**config.mk**
```make
export PLATFORM = sky130hd
export DESIGN_NAME = wb_arbiter_flat
export DESIGN_NICKNAME = d
export VERILOG_FILES = /design/src/rtl/wb_arb_pkg.sv /design/src/rtl/wb_arbiter_if.sv /design/src/rtl/wb_arb_watchdog.sv /design/src/rtl/wb_arbiter.sv /design/src/flat_wrapper.sv
export SDC_FILE = /design/constraint.sdc
export NUM_CORES = 1
export LEC_CHECK = 0
export BUFFER_PORTS_ARGS = -buffer_cell sky130_fd_sc_hd__buf_2
export CAP_MARGIN = 20
export CORE_AREA = 2 2 123 125
export CTS_CLUSTER_DIAMETER = 100
export DETAILED_ROUTE_END_ITERATION = 7
export DIE_AREA = 0 0 125 127
export GPL_TIMING_DRIVEN = 0
export PLACE_DENSITY_LB_ADDON = 0.15
export SLEW_MARGIN = 0
export SYNTH_ARGS = -nofsm -noshare
export SYNTH_HDL_FRONTEND = slang
export SYNTH_SLANG_ARGS = --single-unit
export TNS_END_PERCENT = 5
```
**constraint.sdc**
```tcl
create_clock -name clk_i -period 5.1 [get_ports clk_i]
set_clock_uncertainty 0.1 [all_clocks]
set_input_delay 0.51 -clock clk_i [delete_from_list [all_inputs] [get_ports clk_i]]
set_output_delay 0.51 -clock clk_i [all_outputs]
set_load 0.02 [all_outputs]
```
**src/rtl/wb_arb_pkg.sv**
```systemverilog
// Shared types for the two-master Wishbone arbiter: FSM states, master indices
// and the state-to-grant decode used for the debug grant vector.
package wb_arb_pkg;

  typedef enum logic [1:0] {
    IDLE  = 2'd0,
    GNT0  = 2'd1,
    GNT1  = 2'd2,
    ABORT = 2'd3
  } arb_state_t;

  localparam int M0_IDX = 0;
  localparam int M1_IDX = 1;

  function automatic logic [1:0] grant_of(arb_state_t st);
    logic [1:0] g;
    g = 2'b00;
    if (st == GNT0) g = 2'b01;
    if (st == GNT1) g = 2'b10;
    return g;
  endfunction

endpackage

```
**src/rtl/wb_arbiter_if.sv**
```systemverilog
// One Wishbone B4 classic link; the arbiter uses slave views toward its masters
// and a master view toward the downstream interconnect.
interface wb_arbiter_if #(
  parameter int ADDR_WIDTH = 32,
  parameter int DATA_WIDTH = 32
);
  // cyc frames a bus cycle, stb marks a beat inside it; a beat completes in the
  // cycle where the responder raises ack (or err) while stb is high.
  logic [ADDR_WIDTH-1:0]   adr;
  logic [DATA_WIDTH-1:0]   dat_w;
  logic [DATA_WIDTH-1:0]   dat_r;
  logic [DATA_WIDTH/8-1:0] sel;
  logic                    we;
  logic                    stb;
  logic                    cyc;
  logic                    ack;
  logic                    err;

  modport master (output adr, dat_w, sel, we, stb, cyc, input dat_r, ack, err);
  modport slave  (input adr, dat_w, sel, we, stb, cyc, output dat_r, ack, err);

endinterface

```
**src/rtl/wb_arb_watchdog.sv**
```systemverilog
// Stall watchdog: counts beat cycles without ACK and flags the last allowed one.
module wb_arb_watchdog #(
  parameter int TIMEOUT_CYCLES = 1024
) (
  input  logic clk_i,
  input  logic rst_i,
  input  logic clr,
  input  logic stb,
  input  logic ack,
  output logic expire
);

  localparam int CW = (TIMEOUT_CYCLES > 0) ? $clog2(TIMEOUT_CYCLES + 1) : 1;
  localparam logic [CW-1:0] LAST = CW'((TIMEOUT_CYCLES > 0) ? TIMEOUT_CYCLES - 1 : 0);

  logic [CW-1:0] r_cnt;

  always_ff @(posedge clk_i or posedge rst_i) begin
    if (rst_i) begin
      r_cnt <= '0;
    end else if (clr || ack || (TIMEOUT_CYCLES == 0)) begin
      r_cnt <= '0;
    end else if (stb) begin
      r_cnt <= r_cnt + 1'b1;
    end
  end

  // An ACK in the expiry cycle completes the beat normally instead.
  assign expire = (TIMEOUT_CYCLES != 0) && stb && !ack && (r_cnt == LAST);

endmodule

```
**src/rtl/wb_arbiter.sv**
```systemverilog
// Two-master round-robin Wishbone arbiter with per-cycle grant, downstream mux
// and a watchdog that terminates stalled beats with ERR.
module wb_arbiter
  import wb_arb_pkg::*;
#(
  parameter int ADDR_WIDTH     = 32,
  parameter int DATA_WIDTH     = 32,
  parameter int TIMEOUT_CYCLES = 1024
) (
  input  logic              clk_i,
  input  logic              rst_i,
  wb_arbiter_if.slave       m0,
  wb_arbiter_if.slave       m1,
  wb_arbiter_if.master      s,
  output logic [1:0]        grant_o,
  output arb_state_t        state_o
);

  arb_state_t r_state, w_state_nxt;
  logic       r_last, w_last_nxt;
  logic       w_gnt_stb;
  logic       w_wd_clr;
  logic       w_expire;

  logic [ADDR_WIDTH-1:0]   w_adr;
  logic [DATA_WIDTH-1:0]   w_dat_w;
  logic [DATA_WIDTH/8-1:0] w_sel;
  logic                    w_we;
  logic                    w_stb;
  logic                    w_cyc;

  always_ff @(posedge clk_i or posedge rst_i) begin
    if (rst_i) begin
      r_state <= IDLE;
      r_last  <= 1'(M1_IDX);
    end else begin
      r_state <= w_state_nxt;
      r_last  <= w_last_nxt;
    end
  end

  assign w_gnt_stb = ((r_state == GNT0) && m0.cyc && m0.stb) ||
                     ((r_state == GNT1) && m1.cyc && m1.stb);
  assign w_wd_clr  = (r_state != GNT0) && (r_state != GNT1);

  wb_arb_watchdog #(
    .TIMEOUT_CYCLES(TIMEOUT_CYCLES)
  ) u_watchdog (
    .clk_i  (clk_i),
    .rst_i  (rst_i),
    .clr    (w_wd_clr),
    .stb    (w_gnt_stb),
    .ack    (s.ack),
    .expire (w_expire)
  );

  always_comb begin
    w_state_nxt = r_state;
    w_last_nxt  = r_last;
    case (r_state)
      IDLE: begin
        if (m0.cyc && m1.cyc) begin
          w_state_nxt = (r_last == 1'(M0_IDX)) ? GNT1 : GNT0;
        end else if (m0.cyc) begin
          w_state_nxt = GNT0;
        end else if (m1.cyc) begin
          w_state_nxt = GNT1;
        end
      end
      GNT0: begin
        if (!m0.cyc) begin
          w_state_nxt = IDLE;
          w_last_nxt  = 1'(M0_IDX);
        end else if (w_expire) begin
          w_state_nxt = ABORT;
          w_last_nxt  = 1'(M0_IDX);
        end
      end
      GNT1: begin
        if (!m1.cyc) begin
          w_state_nxt = IDLE;
          w_last_nxt  = 1'(M1_IDX);
        end else if (w_expire) begin
          w_state_nxt = ABORT;
          w_last_nxt  = 1'(M1_IDX);
        end
      end
      ABORT: begin
        // r_last already names the aborted master; wait for it to drop CYC.
        if (!((r_last == 1'(M1_IDX)) ? m1.cyc : m0.cyc)) begin
          w_state_nxt = IDLE;
        end
      end
      default: w_state_nxt = IDLE;
    endcase
  end

  always_comb begin
    w_adr   = '0;
    w_dat_w = '0;
    w_sel   = '0;
    w_we    = 1'b0;
    w_stb   = 1'b0;
    w_cyc   = 1'b0;
    case (r_state)
      GNT0: begin
        w_adr   = m0.adr;
        w_dat_w = m0.dat_w;
        w_sel   = m0.sel;
        w_we    = m0.we;
        w_stb   = m0.stb;
        w_cyc   = m0.cyc;
      end
      GNT1: begin
        w_adr   = m1.adr;
        w_dat_w = m1.dat_w;
        w_sel   = m1.sel;
        w_we    = m1.we;
        w_stb   = m1.stb;
        w_cyc   = m1.cyc;
      end
      default: ;
    endcase
  end

  assign s.adr   = w_adr;
  assign s.dat_w = w_dat_w;
  assign s.sel   = w_sel;
  assign s.we    = w_we;
  assign s.stb   = w_stb;
  assign s.cyc   = w_cyc;

  assign m0.dat_r = (r_state == GNT0) ? s.dat_r : '0;
  assign m0.ack   = (r_state == GNT0) && s.ack && m0.stb;
  assign m0.err   = (r_state == GNT0) && w_expire;
  assign m1.dat_r = (r_state == GNT1) ? s.dat_r : '0;
  assign m1.ack   = (r_state == GNT1) && s.ack && m1.stb;
  assign m1.err   = (r_state == GNT1) && w_expire;

  assign grant_o = grant_of(r_state);
  assign state_o = r_state;

endmodule

```
**src/flat_wrapper.sv**
```systemverilog
// flat-port wrapper written by rule: the top's interface ports become plain ports
module wb_arbiter_flat import wb_arb_pkg::*;
#(
  parameter int ADDR_WIDTH     = 32,
  parameter int DATA_WIDTH     = 32,
  parameter int TIMEOUT_CYCLES = 1024
)
  (clk_i, rst_i, grant_o, state_o, m0_adr, m0_dat_w, m0_sel, m0_we, m0_stb, m0_cyc, m0_dat_r, m0_ack, m0_err, m1_adr, m1_dat_w, m1_sel, m1_we, m1_stb, m1_cyc, m1_dat_r, m1_ack, m1_err, s_adr, s_dat_w, s_sel, s_we, s_stb, s_cyc, s_dat_r, s_ack, s_err);
  wb_arbiter_if #(.ADDR_WIDTH(ADDR_WIDTH), .DATA_WIDTH(DATA_WIDTH)) m0_i ();
  wb_arbiter_if #(.ADDR_WIDTH(ADDR_WIDTH), .DATA_WIDTH(DATA_WIDTH)) m1_i ();
  wb_arbiter_if #(.ADDR_WIDTH(ADDR_WIDTH), .DATA_WIDTH(DATA_WIDTH)) s_i ();
  input  logic clk_i;
  input  logic rst_i;
  output logic [1:0] grant_o;
  output arb_state_t state_o;
  input wire logic [$bits(m0_i.adr)-1:0] m0_adr;
  input wire logic [$bits(m0_i.dat_w)-1:0] m0_dat_w;
  input wire logic [$bits(m0_i.sel)-1:0] m0_sel;
  input wire logic [$bits(m0_i.we)-1:0] m0_we;
  input wire logic [$bits(m0_i.stb)-1:0] m0_stb;
  input wire logic [$bits(m0_i.cyc)-1:0] m0_cyc;
  output wire logic [$bits(m0_i.dat_r)-1:0] m0_dat_r;
  output wire logic [$bits(m0_i.ack)-1:0] m0_ack;
  output wire logic [$bits(m0_i.err)-1:0] m0_err;
  input wire logic [$bits(m1_i.adr)-1:0] m1_adr;
  input wire logic [$bits(m1_i.dat_w)-1:0] m1_dat_w;
  input wire logic [$bits(m1_i.sel)-1:0] m1_sel;
  input wire logic [$bits(m1_i.we)-1:0] m1_we;
  input wire logic [$bits(m1_i.stb)-1:0] m1_stb;
  input wire logic [$bits(m1_i.cyc)-1:0] m1_cyc;
  output wire logic [$bits(m1_i.dat_r)-1:0] m1_dat_r;
  output wire logic [$bits(m1_i.ack)-1:0] m1_ack;
  output wire logic [$bits(m1_i.err)-1:0] m1_err;
  output wire logic [$bits(s_i.adr)-1:0] s_adr;
  output wire logic [$bits(s_i.dat_w)-1:0] s_dat_w;
  output wire logic [$bits(s_i.sel)-1:0] s_sel;
  output wire logic [$bits(s_i.we)-1:0] s_we;
  output wire logic [$bits(s_i.stb)-1:0] s_stb;
  output wire logic [$bits(s_i.cyc)-1:0] s_cyc;
  input wire logic [$bits(s_i.dat_r)-1:0] s_dat_r;
  input wire logic [$bits(s_i.ack)-1:0] s_ack;
  input wire logic [$bits(s_i.err)-1:0] s_err;
  assign m0_i.adr = m0_adr;
  assign m0_i.dat_w = m0_dat_w;
  assign m0_i.sel = m0_sel;
  assign m0_i.we = m0_we;
  assign m0_i.stb = m0_stb;
  assign m0_i.cyc = m0_cyc;
  assign m0_dat_r = m0_i.dat_r;
  assign m0_ack = m0_i.ack;
  assign m0_err = m0_i.err;
  assign m1_i.adr = m1_adr;
  assign m1_i.dat_w = m1_dat_w;
  assign m1_i.sel = m1_sel;
  assign m1_i.we = m1_we;
  assign m1_i.stb = m1_stb;
  assign m1_i.cyc = m1_cyc;
  assign m1_dat_r = m1_i.dat_r;
  assign m1_ack = m1_i.ack;
  assign m1_err = m1_i.err;
  assign s_adr = s_i.adr;
  assign s_dat_w = s_i.dat_w;
  assign s_sel = s_i.sel;
  assign s_we = s_i.we;
  assign s_stb = s_i.stb;
  assign s_cyc = s_i.cyc;
  assign s_i.dat_r = s_dat_r;
  assign s_i.ack = s_ack;
  assign s_i.err = s_err;
  wb_arbiter #(.ADDR_WIDTH(ADDR_WIDTH), .DATA_WIDTH(DATA_WIDTH), .TIMEOUT_CYCLES(TIMEOUT_CYCLES)) u_core (.clk_i(clk_i), .rst_i(rst_i), .m0(m0_i), .m1(m1_i), .s(s_i), .grant_o(grant_o), .state_o(state_o));
endmodule
```
# == Yosys cells after proc, flatten, opt, wreduce, memory -nomap -nowiden ==
# Cells that the tools add are included.
# classes
n_addsub,1
eq_ne,10
mux,27
n_reduce_logical,22
# ops
op,n
$pmux 32 s2,2
$mux 32,2
$mux 11,2
$mux 2,9
$logic_and 1x1->1,14
$add 11x1->11 const B,1
$eq 11x10->1 const B,1
$pmux 1 s2,4
$pmux 2 s4,1
$pmux 4 s2,1
$mux 1,6
$ne 3x2->1 const B,2
$eq 2x2->1 const B,2
$ne 2x2->1 const B,2
$ne 4x3->1 const B,1
$reduce_bool 2->1,2
$reduce_and 3->1,1
$eq 2x1->1 const B,1
$logic_not 2->1,1
$logic_or 1x1->1,2
$ne 2x1->1 const B,1
$reduce_and 2->1,1
$logic_not 1->1,1
# totals
elab_cells,63
register_bits,14
output_inout_bits,143
input_bits,178

# == Depth between registers and ports, before layout ==
# Gate-level depths: netlist (run 1).
# depth
word_depth,9
depth_mapped,8
mapped_depth_nobuf,6

# == Cells and area by module ==
# From an unflattened synthesis (run 1), not the netlist that was laid out.
# unflattened
hier_cells,334
area_unflattened_um2,2263.4
# modules_own_cells
mod,instances,seq_area_each_um2,area_each_um2,cells_per_inst
wb_arbiter,1,76.3,1685.4,277
wb_arb_watchdog,1,275.3,578.1,57

# == Worst setup path after synthesis (run 1) ==
# OpenSTA, ideal clock, no wires.
# synth_path
path_type,register to output
from,register u_core.r_state[1] (netlist: u_core.state_o[1])
to,output s_dat_w[10]
arrival_ps,1922
path_buffers,3
path_slack_ps,2568
required_ps,4490
stages_incl_launch_ff,8
path_cell_list,dfrtp_1 -> inv_1 -> ha_1 -> buf_2 -> clkbuf_1 -> clkbuf_1 -> a22oi_1 -> nor2b_1
# synth_via
elab_chain_len,2
word_cells_on_any_way,3
cone_classes,eq/ne (2); mux (1)
# synth_lines
item,line_no,rtl
start: declaration,wb_arbiter.sv:19,"arb_state_t r_state, w_state_nxt;"
start signal: assignment,wb_arbiter.sv:37,r_state <= w_state_nxt;
$eq 2x2->1 or $eq 2x1->1 (tied branches),wb_arbiter.sv:105,case (r_state)
$pmux 32 s2 (*),wb_arbiter.sv:105,
end: declaration,flat_wrapper.sv:35,output wire logic [$bits(s_i.dat_w)-1:0] s_dat_w;
# Mark *: on every way between the ends. The rest lies on a longest branch, timed or not.

# == Worst setup path after layout (run 1) ==
# layout_path
from,register u_core.r_state[1] (netlist: u_core.state_o[1])
to,output s_adr[26]
# layout_via
elab_chain_len,2
word_cells_on_any_way,3
cone_classes,eq/ne (2); mux (1)
# layout_lines
item,line_no,rtl
$eq 2x2->1 or $eq 2x1->1 (tied branches),wb_arbiter.sv:105,
$pmux 32 s2 (*),wb_arbiter.sv:105,
end: declaration,flat_wrapper.sv:34,output wire logic [$bits(s_i.adr)-1:0] s_adr;
# Marked as above.

==> flow_metrics.env, run 1 <==
export IMPL_status="finished clean"
export IMPL_drtPass1Iterations=5
export IMPL_grt_pass1_vias=3752
export IMPL_final_nets=850
export IMPL_synth_edf_count=0
export IMPL_syn_nets=526
export IMPL_syn_inst=341
export IMPL_finalMaxSlewViolations=0
export IMPL_clk_latency_ns=0.25
export IMPL_post_cts_buffers=0
export IMPL_postSynthAreaPerCell_sq_um=7.188
export IMPL_io_buffers=319
export IMPL_endpoint="s_adr[26]"
export IMPL_rr_startpoint="u_core.state_o[0]"
export IMPL_final_cell_mix="322 x buf_2, 72 x a22oi_1, 72 x nor2b_1"
export IMPL_critPathRequiredTime_ns=4.49
export IMPL_root_buffer="clkbuf_16"
export IMPL_clk_path_buf_depth=2
export IMPL_clock_sinks=14
export IMPL_syn2layout_area_growth_pct=78.15
export IMPL_worstPathMaxFanout=10
export IMPL_fin_crit_sh_pct=66.81
export IMPL_grt_pass1_wl_mm=21.59
export IMPL_grt_overflow_total=0
export IMPL_dp_hpwl_mm=12.54
export IMPL_worstMarginPinSlew_ns=0.7965
export IMPL_track_usage_pct=17.05
export IMPL_setup_ws_ns=1.693
export IMPL_rsz0062_at_grt="no"
export IMPL_place_ws_ns=1.909
export IMPL_dieHeight_microns=127
export IMPL_cts_buffers=3
export IMPL_worstReg2RegEnd="u_core.r_last"
export IMPL_ctsHoldBuffers=0
export IMPL_antenna_found_initial=3
export IMPL_reg2reg_slack_ns=2.70
export IMPL_antenna_cells=0
export IMPL_syn_area_sq_mm=0.002451
export IMPL_synth_top_flop_cell="dfrtp_1"
export IMPL_ff_latch_area_sq_um=351.6
export IMPL_die_x_microns=125
export IMPL_dieArea_sq_mm=0.01588
export IMPL_drive_gt1_share_pct=50.75
export IMPL_placementRows=44
export IMPL_vias_per_cell=4.419
export IMPL_final_common_cell="buf_2"
export IMPL_criticalPathCategory="reg -> out"
export IMPL_num_vias=3747
export IMPL_cts_tree="built"
export IMPL_h_tree_depth=1
export IMPL_relSlewSlack_pct=46.90
export IMPL_leakagePower_nw=2.361
export IMPL_postRouteAntennaNets=0
export IMPL_cp_arrival_ns=2.80
export IMPL_yosys_register_bits=14
export IMPL_ios=321
export IMPL_multi_input_area_sq_mm=0.001946
export IMPL_drc=0
export IMPL_holdWs_ns=0.2151
export IMPL_wire_per_inst_microns=17.26
export IMPL_critPathLaunchType="flip-flop"
export IMPL_start_util_pct=16.99
export IMPL_endpoint_kind="primary output"
export IMPL_core_area_sq_mm=0.01442
export IMPL_clk_pin_slew_ns=0.05
export IMPL_ctsResizeCount=0
export IMPL_setup_tns_ns=0
export IMPL_grt_max_degree=15
export IMPL_report_final_hold_viol_count=0
export IMPL_fill_cells=1647
export IMPL_startpoint="u_core.state_o[1]"
export IMPL_cap_viol_max_count=0
export IMPL_hp_class="in -> async"
export IMPL_routed_wl_mm=14.64
export IMPL_gp_congestion=0.8864
export IMPL_reg2regPathDepth=7
export IMPL_ir_drop_uv=144.9
export IMPL_setup_viol=0
export IMPL_yosys_warnings=0
export IMPL_yosysSeqAreaShare_pct=14.34
export IMPL_drt_first_iter_violations=188
export IMPL_power_density_mw_per_mm2=472.6
export IMPL_synth_async_reset_ratio_pct=100.0
export IMPL_fin_crit_ns=3.407
export IMPL_synth_distinct_cells=39
export IMPL_fmax_mhz=293.5
[flip-flops by register name, summed over array words and instances, names as in the netlist]
| signal | count |
|---|---|
| u_core.r_last | 1 |
| u_core.u_watchdog.r_cnt | 11 |
| u_core.state_o | 2 |
[how the worst min path moves through the flow]
stage / from / endpoint / slack (ns) / cells past startpoint
2_1_floorplan: rst_i / u_core.state_o[0] / 0.30 / 1
3_3_place_gp: u_core.u_watchdog.r_cnt[6] / u_core.u_watchdog.r_cnt[6] / 0.43 / 2
3_5_place_dp: u_core.u_watchdog.r_cnt[10] / u_core.u_watchdog.r_cnt[10] / 0.43 / 2
4_1_cts: rst_i / u_core.state_o[1] / 0.25 / 2
5_1_grt: rst_i / u_core.u_watchdog.r_cnt[7] / 0.28 / 2
6_report: rst_i / u_core.state_o[1] / 0.22 / 2
[where the power goes]
group	switching, mW	internal (mW)
combinational	1.11	0.642
clock	0.0484	0.119
sequential	0.0173	0.126
[layout make-up]
type,instances,share of cell area (%)
Buffer,34,3.095
Clock buffer,4,2.034
Inverter,5,0.4298
Multi-Input combinational cell,288,44.56
Sequential cell,14,8.052
Tap cell,184,5.272
Timing Repair Buffer,319,36.56
[layer usage]
layer	GRT usage, %	routed length (microns)	vias to the layer above	part of all wire [%]
li1	-	-	1842	-
met1	22.24	6465	1711	44
met2	30.08	6984	178	48
met3	3.769	1059	12	7.2
met4	1.438	107	4	0.73
met5	0	24	-	0.16
[cells by family (layout without fill, tap and decap cells)]
logic type	Yosys count	in the layout	share of synthesized area (%)
AOI/OAI and AO/OA	91	91	27.51
xor gates and xnor gates	7	7	2.501
adders and majority gates	7	7	3.573
buffers and inverters	39	362	6.279
DFF	14	14	14.34
muxes	2	2	0.9188
and+or+nand+nor	181	181	44.87
[critical path, stage by stage (launching register included)]
cell	delay (ns)
dfrtp_1	0.44
inv_1	0.14
ha_1	0.15
buf_2	0.23
clkbuf_1	0.64
clkbuf_1	0.45
a22oi_1	0.13
nor2b_1	0.16
buf_2	0.19
[metrics by stage]
step / instances / utilization, % / total power, mW / area, sq um
2_1_floorplan: 341 / - / 1.275 / 2451
5_1_grt: 848 / 30.27 / 2.230 / 4367
3_5_place_dp: 844 / 29.66 / 1.920 / 4278
6_report: 848 / 30.27 / 2.064 / 4367
3_3_place_gp: 844 / 29.66 / 1.905 / 4278
4_1_cts: 848 / 30.27 / 2.095 / 4367
[Yosys cell counts, types with 2 or more instances]
| cell | count | area share (%) |
|---|---|---|
| buf_2 | 3 | 0.61 |
| ha_1 | 7 | 3.6 |
| o21ai_0 | 3 | 0.61 |
| or2_2 | 2 | 0.51 |
| nand3_1 | 5 | 1.0 |
| nor3b_1 | 2 | 0.61 |
| and3_1 | 4 | 1.0 |
| a21oi_1 | 3 | 0.61 |
| xor2_1 | 3 | 1.1 |
| nand2_1 | 4 | 0.61 |
| a211oi_1 | 4 | 1.2 |
| dfrtp_1 | 13 | 13 |
| or3_1 | 2 | 0.51 |
| xnor2_1 | 4 | 1.4 |
| clkbuf_1 | 27 | 4.1 |
| nor2b_1 | 72 | 18 |
| a22oi_1 | 72 | 22 |
| nor2_1 | 15 | 2.3 |
| inv_1 | 5 | 0.77 |
| nand2b_1 | 3 | 0.77 |
| buf_1 | 3 | 0.46 |
| and2_1 | 67 | 17 |
| mux2_2 | 2 | 0.92 |
Power figures use the tool's default switching activity.
==> run 2: changes to the inputs <==
==> constraint.sdc (replaced) <==
create_clock -name clk_i -period 3.05 [get_ports clk_i]
set_clock_uncertainty 0.1 [all_clocks]
set_input_delay 0.305 -clock clk_i [delete_from_list [all_inputs] [get_ports clk_i]]
set_output_delay 0.305 -clock clk_i [all_outputs]
set_load 0.02 [all_outputs]
==> flow_metrics.env, run 2 (synthesis gave the netlist of run 1 again) <==
export IMPL_status="finished clean"
export IMPL_dp_hpwl_mm=12.54
export IMPL_cpMaxStageDelayCell="dfrtp_1"
export IMPL_grt_max_degree=15
export IMPL_report_final_hold_viol_count=0
export IMPL_root_buffer="clkbuf_16"
export IMPL_placementRows=44
export IMPL_critPathLaunchType="flip-flop"
export IMPL_dieArea_sq_mm=0.01588
export IMPL_p_sw_mw=1.967
export IMPL_gp_congestion=0.8864
export IMPL_final_common_cell="buf_2"
export IMPL_postRouteAntennaNets=0
export IMPL_largest_reg_flops=11
export IMPL_critPathRequiredTime_ns=2.64
export IMPL_wire_per_inst_microns=17.25
export IMPL_fin_crit_ns=2.920
export IMPL_critPathTopFamily="buffers and inverters"
export IMPL_cap_viol_max_count=0
export IMPL_grt_overflow_total=0
export IMPL_drt_first_iter_violations=205
export IMPL_p_comb_share_pct=85.0
export IMPL_swShare_pct=56.92
export IMPL_drtPass1Iterations=4
export IMPL_met2_usage_pct=29.96
export IMPL_cts_tree="built"
export IMPL_syn2layout_area_growth_pct=78.56
export IMPL_fin_total_pwr_mw=3.456
export IMPL_rsz0062_at_grt="yes"
export IMPL_finish_utilization_pct=30.34
export IMPL_setup_viol=0
export IMPL_grt_busiest_layer="met2"
export IMPL_fin_crit_sh_pct=95.74
export IMPL_ir_drop_uv=242.3
export IMPL_ios=321
export IMPL_cts_buffers=3
export IMPL_relSlewSlack_pct=61.47
export IMPL_criticalPathCategory="reg -> out"
export IMPL_setup_ws_ns=0.1300
export IMPL_h_tree_depth=1
export IMPL_power_density_mw_per_mm2=789.6
export IMPL_routed_wl_mm=14.62
export IMPL_finalMaxSlewViolations=0
export IMPL_core_area_sq_mm=0.01442
export IMPL_holdWs_ns=0.01223
export IMPL_cp_arrival_ns=2.52
export IMPL_drc=0
export IMPL_hp_class="in -> async"
export IMPL_seqPwrFrac_pct=6.9
export IMPL_internal_power_mw=1.489
export IMPL_leakagePower_nw=2.374
export IMPL_start_util_pct=16.99
export IMPL_clockPowerShare_pct=8.1
export IMPL_clk_pin_slew_ns=0.05
export IMPL_max_stage_delay_ns=0.44
export IMPL_fmax_mhz=342.5
export IMPL_crit_top_cell="buf_2"
export IMPL_cp_cell_sequence="inv_1, ha_1, buf_2, clkbuf_2, clkbuf_1, a22oi_1, nor2b_1, buf_2"
export IMPL_use_met3_pct=3.769
export IMPL_top_register="u_core.u_watchdog.r_cnt"
export IMPL_num_vias=3746
export IMPL_clock_sinks=14
export IMPL_antenna_found_initial=3
export IMPL_drive_gt1_share_pct=51.51
export IMPL_grt_pass1_vias=3750
export IMPL_grt_use_met1_pct=22.32
export IMPL_grt_pass1_wl_mm=21.58
export IMPL_antenna_cells=0
export IMPL_clk_path_buf_depth=2
export IMPL_final_cell_mix="322 x buf_2, 72 x a22oi_1, 72 x nor2b_1"
export IMPL_final_nets=850
export IMPL_endpoint_kind="primary output"
export IMPL_io_buffers=319
export IMPL_clk_latency_ns=0.25
export IMPL_fin_cells=848
export IMPL_dp_cells=844
export IMPL_die_x_microns=125
export IMPL_reg2reg_slack_ns=0.72
export IMPL_place_ws_ns=0.06395
export IMPL_worstPathMaxFanout=10
export IMPL_dieHeight_microns=127
export IMPL_path_buf_inv=5
export IMPL_track_usage_pct=17.04
export IMPL_vias_per_cell=4.417
export IMPL_worstMarginPinSlew_ns=0.5773
run 2: what timing repair did:
item / in CTS / in global routing
endpoints found under the hold margin: 0 / 0
buffers inserted: 0 / 0
setup endpoints to repair: 35 / 21
pin swaps: 0 / 0
hold buffers: 0 / 0
resized for setup: 2 / 4
run 2: power groups by stage:
stage          Sequential (mW)  Clock [mW]  Combinational, mW
5_1_grt                  0.245       0.297               3.19
3_5_place_dp             0.244           0               2.97
6_report                 0.240       0.280               2.94
3_3_place_gp             0.242           0               2.94
4_1_cts                  0.240       0.284               2.98
2_1_floorplan            0.248           0               1.88
run 2: per-layer routing:
layer / vias to the layer above / share of wire [%]
met1: 1715 / 45
met5: - / 0.16
li1: 1841 / -
met3: 12 / 7.0
met2: 174 / 48
met4: 4 / 0.73
run 2: worst paths after layout:
path	start	endpoint	cells after the start
setup / recovery	u_core.state_o[1]	s_adr[26]	8
hold / removal	rst_i	u_core.state_o[1]	2
setup reg to reg	u_core.state_o[0]	u_core.u_watchdog.r_cnt[7]	7
hold reg to reg	u_core.u_watchdog.r_cnt[10]	u_core.u_watchdog.r_cnt[10]	2
max in group asynchronous	rst_i	u_core.u_watchdog.r_cnt[1]	2
min in group clk_i	m0_cyc	u_core.r_last	3
run 2: per-stage QoR:
step                instance area (sq um)  setup TNS [ns]
global route                         4377         -0.3491
global placement                     4278               0
CTS                                  4369               0
finish                               4377               0
detailed placement                   4278               0
floorplan                            2451               0
run 2: cell type report:
type	instances	area, sq um
fillers	1647	10050
multi-input cells	288	1951
repair buffers	319	1597
flip-flops and latches	14	351.6
well taps	184	230.2
plain buffers	34	140.1
clock buffers	4	88.84
inverters	5	18.77
run 2: worst reg2reg max path, delay by kind of cell, from the launching register on:
| family | cells | cell delay (ns) |
|---|---|---|
| flip-flops | 1 | 0.46 |
| buffers and inverters | 3 | 0.81 |
| AO/OA/AOI/OAI | 2 | 0.32 |
| AND/OR/NAND/NOR | 1 | 0.23 |
| adder cells (fa/ha/maj) | 1 | 0.29 |
